**config.mk**
```make
export PLATFORM = sky130hd
export DESIGN_NAME = door_countdown
export DESIGN_NICKNAME = d
export VERILOG_FILES = /design/src/rtl/door_countdown.sv
export SDC_FILE = /design/constraint.sdc
export NUM_CORES = 1
export LEC_CHECK = 0
export CORE_MARGIN = 4
export CORE_UTILIZATION = 45
export CTS_BUF_LIST = sky130_fd_sc_hd__clkbuf_8 sky130_fd_sc_hd__clkbuf_16
export DETAILED_ROUTE_END_ITERATION = 8
export HOLD_SLACK_MARGIN = 0.15
export MAX_ROUTING_LAYER = met4
export PLACE_DENSITY_LB_ADDON = 0.05
export RECOVER_POWER = 25
export SLEW_MARGIN = 20
export SYNTH_ARGS = -nofsm -noshare
export SYNTH_HDL_FRONTEND = slang
export SYNTH_SLANG_ARGS = --single-unit
```
**constraint.sdc**
```tcl
create_clock -name clk_in -period 1.8 [get_ports clk_in]
set_input_delay 0.36 -clock clk_in [delete_from_list [all_inputs] [get_ports clk_in]]
set_output_delay 0.36 -clock clk_in [all_outputs]
set_load 0.05 [all_outputs]
```
**src/rtl/door_countdown.sv**
```systemverilog
// Door/pickup countdown: samples the divided 1 Hz tick and counts whole seconds down as two BCD digits.
// Optional warning blink is compiled in with `define WARN_BLINK_EN (threshold parameter WARN_SEC).
module door_countdown (
  input  logic       clk_in,
  input  logic       rst,
  input  logic       tick_in,
  input  logic       start,
  input  logic [6:0] load_sec,
  input  logic       hold,
  input  logic       cancel,
  input  logic       ack,
  output logic [3:0] sec_tens,
  output logic [3:0] sec_ones,
  output logic       running,
  output logic       expired,
  output logic       alarm,
  output logic       warn
);

  typedef enum logic [1:0] {S_IDLE, S_RUN, S_HOLD, S_ALARM} state_t;

  state_t     r_state, w_state_n;
  logic       r_s1, r_s2, r_s3;
  logic       w_tick_rise;
  logic [3:0] r_tens, r_ones, w_tens_n, w_ones_n;
  logic [7:0] w_load_bcd;
  logic       w_load_nz;
  logic       r_running, r_expired, r_alarm, w_expired_n;

  // Saturate to 99, then split into {tens, ones}; ones fits in 4 bits so the subtraction is done mod 16.
  function automatic logic [7:0] to_bcd(input logic [6:0] bin);
    logic [6:0] v;
    logic [3:0] t;
    v = (bin > 7'd99) ? 7'd99 : bin;
    t = 4'd0;
    for (int k = 1; k <= 9; k++) begin
      if (int'(v) >= k * 10) t = 4'(k);
    end
    return {t, v[3:0] - (t * 4'd10)};
  endfunction

  assign w_load_bcd  = to_bcd(load_sec);
  assign w_load_nz   = |load_sec;
  assign w_tick_rise = r_s2 & ~r_s3;

  always_comb begin
    w_state_n   = r_state;
    w_tens_n    = r_tens;
    w_ones_n    = r_ones;
    w_expired_n = 1'b0;
    case (r_state)
      S_IDLE: begin
        if (!cancel && start && w_load_nz) begin
          w_tens_n  = w_load_bcd[7:4];
          w_ones_n  = w_load_bcd[3:0];
          w_state_n = S_RUN;
        end
      end
      S_RUN, S_HOLD: begin
        if (cancel) begin
          w_tens_n  = 4'd0;
          w_ones_n  = 4'd0;
          w_state_n = S_IDLE;
        end else if (start) begin
          w_tens_n  = w_load_nz ? w_load_bcd[7:4] : 4'd0;
          w_ones_n  = w_load_nz ? w_load_bcd[3:0] : 4'd0;
          w_state_n = w_load_nz ? S_RUN : S_IDLE;
        end else if (r_state == S_HOLD) begin
          if (!hold) w_state_n = S_RUN;
        end else if (hold) begin
          w_state_n = S_HOLD;
        end else if (w_tick_rise) begin
          if (r_tens == 4'd0 && r_ones == 4'd1) begin
            w_ones_n    = 4'd0;
            w_expired_n = 1'b1;
            w_state_n   = S_ALARM;
          end else if (r_ones == 4'd0) begin
            w_ones_n = 4'd9;
            w_tens_n = r_tens - 4'd1;
          end else begin
            w_ones_n = r_ones - 4'd1;
          end
        end
      end
      S_ALARM: begin
        if (cancel) begin
          w_state_n = S_IDLE;
        end else if (start && w_load_nz) begin
          w_tens_n  = w_load_bcd[7:4];
          w_ones_n  = w_load_bcd[3:0];
          w_state_n = S_RUN;
        end else if (ack) begin
          w_state_n = S_IDLE;
        end
      end
      default: w_state_n = S_IDLE;
    endcase
  end

  // running/alarm decode the next state so they switch on the same edge as the FSM
  always_ff @(posedge clk_in or negedge rst) begin
    if (!rst) begin
      r_state   <= S_IDLE;
      r_s1      <= 1'b0;
      r_s2      <= 1'b0;
      r_s3      <= 1'b0;
      r_tens    <= 4'd0;
      r_ones    <= 4'd0;
      r_running <= 1'b0;
      r_expired <= 1'b0;
      r_alarm   <= 1'b0;
    end else begin
      r_state   <= w_state_n;
      r_s1      <= tick_in;
      r_s2      <= r_s1;
      r_s3      <= r_s2;
      r_tens    <= w_tens_n;
      r_ones    <= w_ones_n;
      r_running <= (w_state_n == S_RUN) || (w_state_n == S_HOLD);
      r_expired <= w_expired_n;
      r_alarm   <= (w_state_n == S_ALARM);
    end
  end

  assign sec_tens = r_tens;
  assign sec_ones = r_ones;
  assign running  = r_running;
  assign expired  = r_expired;
  assign alarm    = r_alarm;

`ifdef WARN_BLINK_EN
  parameter logic [6:0] WARN_SEC = 7'd5;

  logic       r_warn, w_warn_n;
  logic       w_load_evt, w_tick_seen;
  logic [6:0] w_rem_n;

  // Ticks discarded by hold still toggle the blink, so count any tick in RUN/HOLD not overridden by cancel/start.
  assign w_load_evt  = !cancel && start && w_load_nz;
  assign w_tick_seen = w_tick_rise && !cancel && !start &&
                       ((r_state == S_RUN) || (r_state == S_HOLD));
  assign w_rem_n     = ({3'b000, w_tens_n} * 7'd10) + {3'b000, w_ones_n};

  always_comb begin
    w_warn_n = 1'b0;
    if (((w_state_n == S_RUN) || (w_state_n == S_HOLD)) && (w_rem_n <= WARN_SEC)) begin
      if (w_load_evt)       w_warn_n = 1'b1;
      else if (w_tick_seen) w_warn_n = ~r_warn;
      else                  w_warn_n = r_warn;
    end
  end

  always_ff @(posedge clk_in or negedge rst) begin
    if (!rst) r_warn <= 1'b0;
    else      r_warn <= w_warn_n;
  end

  assign warn = r_warn;
`else
  assign warn = 1'b0;
`endif

endmodule

```
==> results.md, run 1 <==
Synth:
- The Yosys step of the flow raised 0 warnings.
- The flop and latch count out of synthesis is 16.
- Synthesis instantiated between 40 and 50 different standard cells from the library.
- In this run the mean area of a mapped cell was between 8 and 9 um^2.
- The cell area after synthesis is 1269 um^2.
- The net count after synthesis is about 180.
- After technology mapping, the gate count stands at between 150 and 200.
- The sequential share of the synthesized area is between 30% and 40%.

Final layout:
- The number of nets in the layout is about 240.
- The top cell types in the final layout, fill and taps aside, are buf_4 (55), nor2_1 (13), dfrtp_1 (11).
- The area overhead of the layout relative to synthesis is 56.90%.
- Cells fill roughly three quarters of the core in the end.
- The most frequent standard cell in the layout excluding fill and tap cells is buf_4.
- The count of fill cells added during filler insertion is 178.
- Cells with a size suffix above 1 make up between 40% and 50% of the layout.
- The number of antenna diodes in the final layout is 0.

Die:
- The number of placed I/O pins is 26.
- The floorplan step defined a die boundary enclosing 3733 um^2.
- From bottom edge to top edge, the die measures around 61 um.
- The overall die width is approximately 60 um.
- The core region is about 2600 um^2.
- The starting utilization of the core area is slightly below 50%.
- The row count is 18.

Place:
- The worst setup timing slack at the placement stage is -1.063 ns.
- The congestion estimate from routability-driven global placement came to 0.8886.
- The count of input and output buffers is 24.
- The HPWL after detailed placement is 2567 um.

Global routing:
- The overflow left after global routing is 0.
- The via count of the first global-routing pass was ~1.2k.
- The initial antenna violation count was 0.
- The global-route usage over all layers is between 20% and 30%.
- The wire length of the first global-routing pass is 5478 um.
- Entering global routing, the biggest net connects 17 pins.

STA:
- For the pin with the worst max-slew slack, the measured transition is ~0.86 ns.
- The slack of the critical path is -0.2409 ns.
- The final worst-path cycle share is 113.4%.
- Based on the critical path, the design can be clocked at up to slightly below 0.5 GHz.
- The final hold violation count is 0.
- The count of pins over their slew limit is 0.
- Setup violations remaining at the end of the flow were counted as 2.
- The worst pin sits at a relative slew slack of between 40% and 50%.
- Setup repair after global routing could not meet its margin everywhere.
- For the finished layout, the period the worst path requires is 2.041 ns.
- The clock tree skew after final layout is 0.001647 ns.

Clock tree:
- Counting along the longest clock path gives a buffer depth of 2.
- The clock sink total is 16.
- CTS built an H-tree with a depth of 1.
- The clock tree root driver cell is clkbuf_8.
- For this design, the CTS-stage hold fixing added 0 buffers.
- The TritonCTS clock tree is built.
- The insertion delay to the later sink of the worst-skew pair is between 0.2 and 0.3 ns.
- After clock tree synthesis, the clock-pin slew on the worst setup and hold paths is roughly 0.06 ns.
- The number of CTS-inserted buffers is 3.

Detailed routing:
- Summed over all layers, the routed wires come to 3557 um.
- The number of violations reported at the end of detailed-routing iteration 0 is between 100 and 150.
- After detailed routing, the average wire length per cell comes to around 14 um.
- In the routed design, unresolved DRC markers number 0.
- The number of vias in the routed layout is between 1k and 1.5k.
- The post-detailed-route via-to-cell ratio is 5.526.
- The count of nets left with antenna violations once routing finished came out at 0.
- The number of iterations in the first detailed-routing pass is 4.

Power:
- The switching fraction of total power is between 40% and 50%.
- Per report_power, the sequential group accounts for 19.9% of the total.
- The power share of the clock group is a little over a tenth.
- The design internal power is between 0.0015 and 0.002 W.
- The peak supply drop is roughly 0.0015 V.
- Combinational logic is responsible for 69.1% of the overall power.
- The net switching power is between 0.001 and 0.0015 W.
- Dividing total power by cell area gives a power density of around 1500 nW/um^2.
- The total chip power is 0.002941 W.
- The analysis attributes to cell leakage a power of 0.9196 nW.

Worst setup path:
- The startpoint identified for the worst register-to-register timing path is r_state[0].
- The critical path ends at sec_ones[3].
- The critical path class is input pin to register.
- The depth of the most critical reg-to-reg path is 9.
- The worst register-to-register path ends at sec_ones[1].
- The sort of element at the end of the critical path is a register.
- The startpoint class of the critical path is an input pin.
- The critical path starts at load_sec[3].
- In this run the worst path has a maximum fanout of 8.
- The required time of the critical path is 1.94 ns.
- The arrival time at the worst endpoint is 2.18 ns.
- Setup slack on the worst reg-to-reg path comes out at around 0.07 ns.

Worst hold path:
- The min-delay analysis places its worst path in the category register to register.

Run:
- Across the run, the number of max-cap violations was 0.

Status:
- The run finished, with violations left.
- The final reports fail on setup timing.
==> repair_timing <==
| action | 4_1_cts | 5_1_grt |
|---|---|---|
| cloned | 0 | 0 |
| buffers inserted | 1 | 5 |
| gates resized for setup | 39 | 15 |
| setup endpoints to repair | 12 | 6 |
| pin swaps | 5 | 13 |
==> synth_stat cells <==
library cell  instances  share of area [%]
nor3_1                4                1.6
a21boi_0              1               0.59
o21ai_0              14                5.5
o311a_1               1               0.79
o221ai_1              2                1.4
a211o_1               1               0.69
and2_2                2                1.2
a21boi_1              2                1.2
nand4bb_1             1               0.89
dfrtp_1              16                 32
nand2_2               1               0.49
a311o_2               1               0.89
nor2b_1               1               0.49
nor4_1                2               0.99
fa_1                  1                1.6
a32oi_1               2                1.4
a21oi_1              11                4.3
nand3_1               3                1.2
conb_1                1               0.30
o21a_4                1                1.2
o211ai_1              2                1.2
nor3b_1               3                1.8
xnor2_1               3                2.1
o21a_1                6                3.6
a311o_1               1               0.79
nand2b_1              3                1.5
a22oi_1               2                1.2
nand2_1              11                3.3
clkbuf_1              2               0.59
buf_4                 2                1.2
o21ai_1               3                1.2
a41oi_1               1               0.69
inv_1                 9                2.7
o22a_1                3                2.1
a31oi_1               1               0.49
nor2_1               13                3.8
buf_2                 3                1.2
or2_2                 1               0.49
buf_6                 1               0.89
nor4b_1               1               0.69
o22ai_1               1               0.49
o2111ai_1             1               0.69
ha_1                  9                8.9
and2_1                1               0.49
==> registers in the layout (all words and copies together) (netlist names) <==
register / flops
sec_ones: 4
sec_tens: 4
r_state: 2
alarm: 1
expired: 1
r_s1: 1
r_s2: 1
r_s3: 1
running: 1
==> worst max-delay path, cell delays in order <==
cell	delay, ns
buf_12	0.12
xnor2_2	0.12
a32oi_1	0.14
o21ai_1	0.08
o21a_1	0.20
inv_1	0.06
ha_2	0.17
inv_2	0.04
fa_2	0.36
xnor2_2	0.14
xnor2_1	0.13
a311o_1	0.25
==> worst min path at each step <==
stage | from | endpoint | slack [ns] | depth (start not counted)
2_1_floorplan | rst | alarm | 0.06 | 0
3_3_place_gp | r_s1 | r_s2 | 0.34 | 0
6_report | r_s1 | r_s2 | 0.35 | 0
5_1_grt | r_s1 | r_s2 | 0.36 | 0
3_5_place_dp | r_s1 | r_s2 | 0.34 | 0
4_1_cts | r_s1 | r_s2 | 0.36 | 0
==> metal layers <==
layer	up-vias	routed length, um	track usage (%)
li1	680	-	-
met2	46	1625	33.23
met4	0	73	6.811
met1	632	1601	26.39
met3	7	256	3.774
met5	-	0	-
==> cell type report <==
type                    instances  area (um^2)  area share (%)
multi-input cells             118        880.8           44.25
repair buffers                 70        576.8           28.98
flip-flops and latches         16        406.6           20.43
clock buffers                   4        55.05           2.766
well taps                      30        37.54           1.886
inverters                       9        33.78           1.697
==> stage by stage <==
stage	TNS, ns	hold WS, ns	cell area, um^2	std cells
2_1_floorplan	-0.8020	0.06441	1310	151
4_1_cts	-0.5066	0.3552	1893	242
3_5_place_dp	-8.568	0.3405	1802	237
6_report	-0.4674	0.3528	1991	247
5_1_grt	-0.7558	0.3562	1991	247
3_3_place_gp	-7.933	0.3393	1802	237
==> logic make-up after synthesis <==
group / synth area share (%)
flip-flops: 31.56
AO/OA/AOI/OAI: 30.28
buffers and inverters: 6.508
XOR/XNOR: 2.071
other: 0.2956
AND/OR/NAND/NOR: 18.84
adder cells (fa/ha/maj): 10.45
==> power groups by stage <==
stage / registers [W] / clock network [W] / logic, W
5_1_grt: 0.000605 / 0.000349 / 0.00220
3_5_place_dp: 0.000589 / 0 / 0.00185
6_report: 0.000587 / 0.000321 / 0.00203
3_3_place_gp: 0.000585 / 0 / 0.00181
4_1_cts: 0.000586 / 0.000326 / 0.00188
2_1_floorplan: 0.000983 / 0 / 0.000769
Note: power is estimated with default switching activity, not from simulation.
==> inputs of run 2 (changes only) <==
- CORE_UTILIZATION: 45 -> 46
- SLEW_MARGIN: 20 -> unset
==> run 2 against run 1 <==
  * The run still ends with setup timing left
  * Sequential power up 4.9%
  * Routed wire length down 1.4%
  * Non-clock buffer count down 1
  * Hold slack gained 0.0060 ns
==> results.md, run 2 (synthesis gave the netlist of run 1 again) <==
Status:
- The run finished, with violations left.
- The final reports fail on setup timing.

Detailed routing:
- The number of vias in the routed layout is 1354.
- The number of violations reported at the end of detailed-routing iteration 0 is 56.
- The post-detailed-route via-to-cell ratio is around 5.5.
- The number of design rule violations left after detail routing is 0.
- In this run the remaining antenna-violating nets after routing total 0.
- The average wire per standard cell is 14.26 um.
- The first detailed-routing pass took 4 iterations.
- The wire length after detailed routing is 3507 um.

Die:
- 26 I/O pins were placed.
- The die outline area is ~3700 um^2.
- Measured along the x axis, the die boundary spans around 61 um.
- From bottom edge to top edge, the die measures roughly 61 um.
- In this run the core area contains 18 standard-cell rows.
- The floorplan step defined a core boundary enclosing 2545 um^2.
- The starting utilization of the core area is between 40 and 50%.

STA:
- Setup violations remaining at the end of the flow were counted as 2.
- The count of pins over their slew limit is 0.
- For the finished layout, the period the worst path requires is 2.003 ns.
- For the pin with the worst max-slew slack, the measured transition is 0.9342 ns.
- On the final layout, the worst clock skew is between 0.005 and 0.006 ns.
- The final worst-path cycle share is 111.3%.
- The worst-case headroom to the max-slew limit is between 30% and 40%.
- Setup repair after global routing could not meet its margin everywhere.
- The achievable clock frequency is 0.4994 GHz.
- The final hold violation count came to 0.
- After routing, the total negative slack on setup checks comes to -0.3659 ns.
- Setup slack on the critical path of the routed design comes to -0.2026 ns.

Clock tree:
- Clock latency on the worst-skew pair, taken at its later pin, is about 0.26 ns.
- TritonCTS built the clock tree.
- For this design, the CTS-stage hold fixing added 0 buffers.
- The number of CTS-inserted buffers is 3.
- The clock sink total is 16.
- Counting along the longest clock path gives a buffer depth of 2.
- The clock tree root driver cell is clkbuf_8.
- The total number of H-tree levels is 1.
- After clock tree synthesis, the clock-pin slew on the worst setup and hold paths is ~0.070 ns.

Power:
- The leakage power is 0.8855 nW.
- The peak supply drop is roughly 0.0015 V.
- The power share of the clock group is between 10% and 20%.
- Cell internal power was estimated by the tool at ~0.0016 W.
- Net switching is 46.67% of the power.
- In this run the power spent charging and discharging nets is ~0.0014 W.
- The total power per unit cell area is approximately 1500 nW/um^2.
- The part of the total power dissipated in combinational logic is approximately 68%.
- The sequential share of power is approximately a fifth.
- The total chip power is 0.002941 W.

Final layout:
- Leaving out fill and tap cells, the most frequent cells in the layout are buf_4 (55), nor2_1 (11), a21oi_1 (11), dfrtp_1 (11), nand2_1 (10).
- The area growth from synthesis to layout is 53.85%.
- Cells fill around three quarters of the core in the end.
- The number of antenna diodes is 0.
- The number of nets in the layout is ~240.
- The layout cell share with drive strength beyond 1 is roughly 43%.
- The count of fill cells added during filler insertion is approximately 190.
- The most frequent standard cell in the layout excluding fill and tap cells is buf_4.
- The final cell count without fillers is about 250.

Worst hold path:
- The path class of the tightest hold or removal check is register to register.
- The cell depth of the worst min-delay path is 0.

Place:
- The number of placed instances with taps included is 236.
- The count of input and output buffers is 24.
- The last weighted congestion value of the routability-driven placer is around 0.90.
- After legalization and detailed placement, the total HPWL measured 2671 um.

Global routing:
- The via count of the first global-routing pass is 1308.
- The overflow left after global routing is 0.
- The global-route usage over all layers is about a fifth.
- The initial antenna violation count is 0.
- The maximum number of pins on one net before global-route repair is 17.
- The first global-routing pass estimated ~5500 um of wire.

Worst setup path:
- The worst setup path is of the input pin to register kind.
- For the worst setup path, the data required time is ~1.9 ns.
- The worst register-to-register path has a depth of 6.
- The startpoint class of the critical path is an input pin.
- The sort of element at the end of the critical path is a register.
- The maximum fanout along the worst path is 9.
- The arrival time at the worst endpoint is 2.15 ns.

Run:
- The number of maximum-capacitance violations is 0.
## run 2: cell count changes in the layout (fill, tap and decap cells not counted), sizes merged
cell           previous run  this run
buf                      61        60
dlymetal6s2s              3         1
clkdlybuf4s50             2         4
## run 2: area by class of cell
type	instances	area [um^2]	area share (%)
inverters	9	33.78	1.731
clock buffers	4	55.05	2.821
well taps	30	37.54	1.923
multi-input cells	118	860.8	44.10
repair buffers	69	558.0	28.59
flip-flops and latches	16	406.6	20.83
## run 2: power by group through the flow
stage | clock, W | combinational (W) | sequential (W)
after floorplan | 0 | 0.000769 | 0.000983
after global routing | 0.000352 | 0.00217 | 0.000637
after global placement | 0 | 0.00178 | 0.000601
after detailed placement | 0 | 0.00183 | 0.000603
after CTS | 0.000334 | 0.00186 | 0.000597
final | 0.000332 | 0.00199 | 0.000616
## run 2: worst paths after layout
path / startpoint / end / slack (ns)
setup reg to reg: r_state[0] / sec_ones[3] / 0.05
setup / recovery: load_sec[3] / sec_ones[3] / -0.20
hold / removal: r_s1 / r_s2 / 0.36
max in group asynchronous: rst / sec_tens[2] / 0.41
min in group asynchronous: rst / sec_ones[1] / 0.75
hold reg to reg: r_s1 / r_s2 / 0.36
## run 2: what timing repair did
item                                    4_1_cts  5_1_grt
endpoints found under the setup margin       12       10
buffers inserted                              1        5
resized for setup                            38       14
pin swaps                                     7       10
gates cloned                                  0        0
## run 2: stage by stage
| stage | cell area (um^2) | hold WS [ns] | setup slack [ns] |
|---|---|---|---|
| floorplan | 1310 | 0.06441 | -0.4360 |
| global placement | 1794 | 0.3336 | -0.9797 |
| detailed placement | 1794 | 0.3459 | -1.055 |
| CTS | 1868 | 0.3612 | -0.2176 |
| global route | 1952 | 0.3767 | -0.2912 |
| finish | 1952 | 0.3588 | -0.2026 |
## run 2: critical path, cell delays in order
cell	delay, ns
buf_6	0.12
xnor2_1	0.12
a32oi_1	0.15
o21ai_1	0.09
o21a_1	0.18
inv_1	0.06
ha_2	0.16
inv_2	0.04
fa_2	0.34
xnor2_2	0.15
xnor2_1	0.13
a311o_1	0.26
## run 2: layer usage
| metal | global-route usage (%) | wire length, um | part of all wire, % | vias up |
|---|---|---|---|---|
| met1 | 23.75 | 1520 | 43 | 636 |
| met2 | 36.57 | 1797 | 51 | 38 |
| li1 | - | - | - | 676 |
| met3 | 4.255 | 173 | 4.9 | 4 |
| met4 | 4.644 | 17 | 0.48 | 0 |
| met5 | - | 0 | 0 | - |
==> inputs of run 3 (changes only) <==
- CAP_MARGIN: unset -> 10
- MAX_ROUTING_LAYER: met4 -> unset
==> run 3 against run 2 <==
  * The flow still finishes with violations (setup timing)
  * Clock skew grew 0.0012 ns
  * Fmax is essentially flat
  * Sequential cell count is the same
  * Register-to-register slack is essentially flat
  * Largest cell class unchanged
==> results.md, run 3 (synthesis gave the netlist of run 1 again) <==
Status:
- The run finished, with violations left.
- The checks that failed: setup timing.

Global routing:
- Entering global routing, the biggest net connects 17 pins.
- The total overflow left after global routing is 0.
- The global routing met2 resource utilization is between 30% and 40%.
- The global-route met3 utilization is between 4 and 5%.
- The global routing's busiest layer is met2.
- The global-route met1 utilization is a little under a quarter.
- The first global-routing pass estimated between 5000 and 6000 um of wire.
- Global routing consumed, over all layers together, around 20% of the routing resources.
- The via count of the first global-routing pass is about 1.3k.
- The initial antenna violation count came to 0.

Die:
- Measured along the y axis, the die boundary spans about 61 um.
- The die outline area is roughly 3700 um^2.
- The core footprint is 2545 um^2.
- The starting utilization of the core area is 49.85%.
- The overall die width is 60.52 um.
- For this design the top-level I/O count stands at 26.
- After floorplanning, the core was divided into 18 placement rows.

Final layout:
- Leaving out fill and tap cells, the most frequent cells in the layout are buf_4 (55), nor2_1 (11), a21oi_1 (11), dfrtp_1 (11), nand2_1 (10).
- The number of antenna diodes in the final layout is 0.
- The register area is between 400 and 500 um^2.
- The most frequent standard cell in the layout excluding fill and tap cells is buf_4.
- From synthesis to final layout, the design area changed by 53.85%.
- The final cell count without fillers is around 250.
- The cell area after layout is about 2000 um^2.
- In the final design database the tool counted 241 nets.
- The area of the multi-input gates is around 860 um^2.
- The layout cell share with drive strength beyond 1 is between 40% and 50%.
- After filler insertion, the fill cell instance count of the layout stands at 187.

STA:
- The final hold violation count is 0.
- Setup slack on the critical path of the routed design comes to -0.2011 ns.
- The final setup violation count is 2.
- After layout, the minimum clock period comes to between 2 and 2.5 ns.
- The achievable clock frequency is between 0.4 and 0.5 GHz.
- On the final layout, the worst clock skew is around 0.0065 ns.
- The worst-case headroom to the max-slew limit is about two fifths.
- The actual transition at the worst max-transition pin is between 0.9 and 1 ns.
- The worst hold slack is ~0.36 ns.
- Setup repair after global routing could not meet its margin everywhere.
- The final worst-path cycle share is 111.2%.
- The count of pins over their slew limit is 0.

Worst setup path:
- The sort of element at the end of the critical path is a register.
- The critical path is of the input pin to register type.
- For this design, the slowest cell found on the critical path is fa_2.
- The maximum fanout along the worst path is 4.
- Traced cell by cell, the critical path runs through buf_8, nor2b_4, a32oi_1, o21ai_1, o21a_1, inv_1, ha_2, inv_2, fa_2, xnor2_2, xnor2_1, a311o_1.
- The worst setup slack for register-to-register paths is ~0.050 ns.
- In this run the critical register-to-register path is captured at sec_ones[3].
- The beginning of the critical path is load_sec[4].
- The depth of the most critical reg-to-reg path is 6.
- The required time of the critical path is a little under 2 ns.
- The delay of the slowest cell on the worst path is 0.34 ns.
- STA classifies the critical path startpoint as an input pin.
- For the worst setup path, the data arrival time is between 2 and 2.5 ns.
- The worst register-to-register path begins at r_state[0].

Clock tree:
- The clock passes through at most 2 buffers.
- The number of clock buffers added by TritonCTS is 3.
- For the worst-skew pair, the clock arrives at the later sink with an insertion delay of 0.25 ns.
- For this design, the CTS-stage hold fixing added 0 buffers.
- The TritonCTS clock tree is built.
- The clock sink total is 16.
- The clock tree root driver cell is clkbuf_8.
- After clock tree synthesis, the clock-pin slew on the worst setup and hold paths is roughly 0.070 ns.
- CTS built an H-tree with a depth of 1.

Detailed routing:
- The number of violations reported at the end of detailed-routing iteration 0 is 57.
- The wire length after detailed routing is between 3000 and 4000 um.
- For this run, the detailed router's first-pass iteration total came to 4.
- The number of design rule violations left after detail routing is 0.
- The detail route stage leaves a number of antenna-violating nets equal to 0.
- The number of vias in the routed layout is between 1k and 1.5k.
- After detailed routing, the average wire length per cell comes to 14.25 um.
- The post-detailed-route via-to-cell ratio is 5.524.

Worst hold path:
- The worst min-delay path category is register to register.
- The source of the worst hold timing path is r_s1.
- The path with the worst hold slack has its endpoint at r_s2.
- The cell depth of the worst min-delay path is 0.

Power:
- For this design the static power due to leakage is 0.8855 nW.
- The total power per unit cell area is around 1500 nW/um^2.
- IR analysis of the VDD net gives a maximum drop of about 0.0015 V.
- Summing internal, switching and leakage power gives between 0.002 and 0.003 W.

Place:
- The congestion estimate from routability-driven global placement came to 0.8869.
- The number of placed instances with taps included is around 240.
- The wire-length estimate of the detail-placed layout is around 2700 um.
- The count of buffers added on input and output ports is 24.
- The standard cell area after detailed placement is between 1500 and 2000 um^2.

Run:
- The number of maximum-capacitance violations is 0.
-- run 3: how the worst max path moves through the flow --
stage                       end  slack, ns
floorplan           sec_ones[3]      -0.44
global placement    sec_ones[3]      -0.98
detailed placement  sec_ones[3]      -1.05
CTS                 sec_ones[3]      -0.22
global route        sec_ones[3]      -0.29
finish              sec_ones[3]      -0.20
-- run 3: worst max-delay path, delay by kind of cell --
kind	cells	cell delay, ns
compound gates	4	0.69
fa+ha+maj	2	0.50
xor+xnor	2	0.27
buf+inv	3	0.20
simple gates	1	0.12
-- run 3: final cells by class --
class                           count  area share (%)
Inverter                            9           1.731
Sequential cell                    16           20.83
Tap cell                           30           1.923
Clock buffer                        4           2.821
Timing Repair Buffer               69           28.59
Multi-Input combinational cell    118           44.10
-- run 3: per-stage QoR --
| stage | TNS [ns] | util [%] | worst slack, ns |
|---|---|---|---|
| final | -0.3625 | 76.70 | -0.2011 |
| after global routing | -0.6462 | 76.70 | -0.2881 |
| after CTS | -0.4124 | 73.40 | -0.2176 |
| after detailed placement | -8.223 | 70.50 | -1.055 |
| after global placement | -7.665 | 70.50 | -0.9797 |
| after floorplan | -0.8020 | - | -0.4360 |
-- run 3: power breakdown --
group | switching, W | total (W) | internal [W]
registers | 0.000116 | 0.000616 | 0.000500
logic | 0.00112 | 0.00200 | 0.000874
clock network | 0.000135 | 0.000329 | 0.000194
-- run 3: what timing repair did --
action,in CTS,in global routing
pin swaps,7,10
resized for setup,38,14
hold endpoints to repair,0,0
setup buffers,1,5
endpoints found under the setup margin,12,10
-- run 3: routing by layer --
metal,vias up,part of all wire [%]
met2,35,52
li1,676,-
met4,0,0.34
met5,-,0
met3,2,4.6
met1,646,43
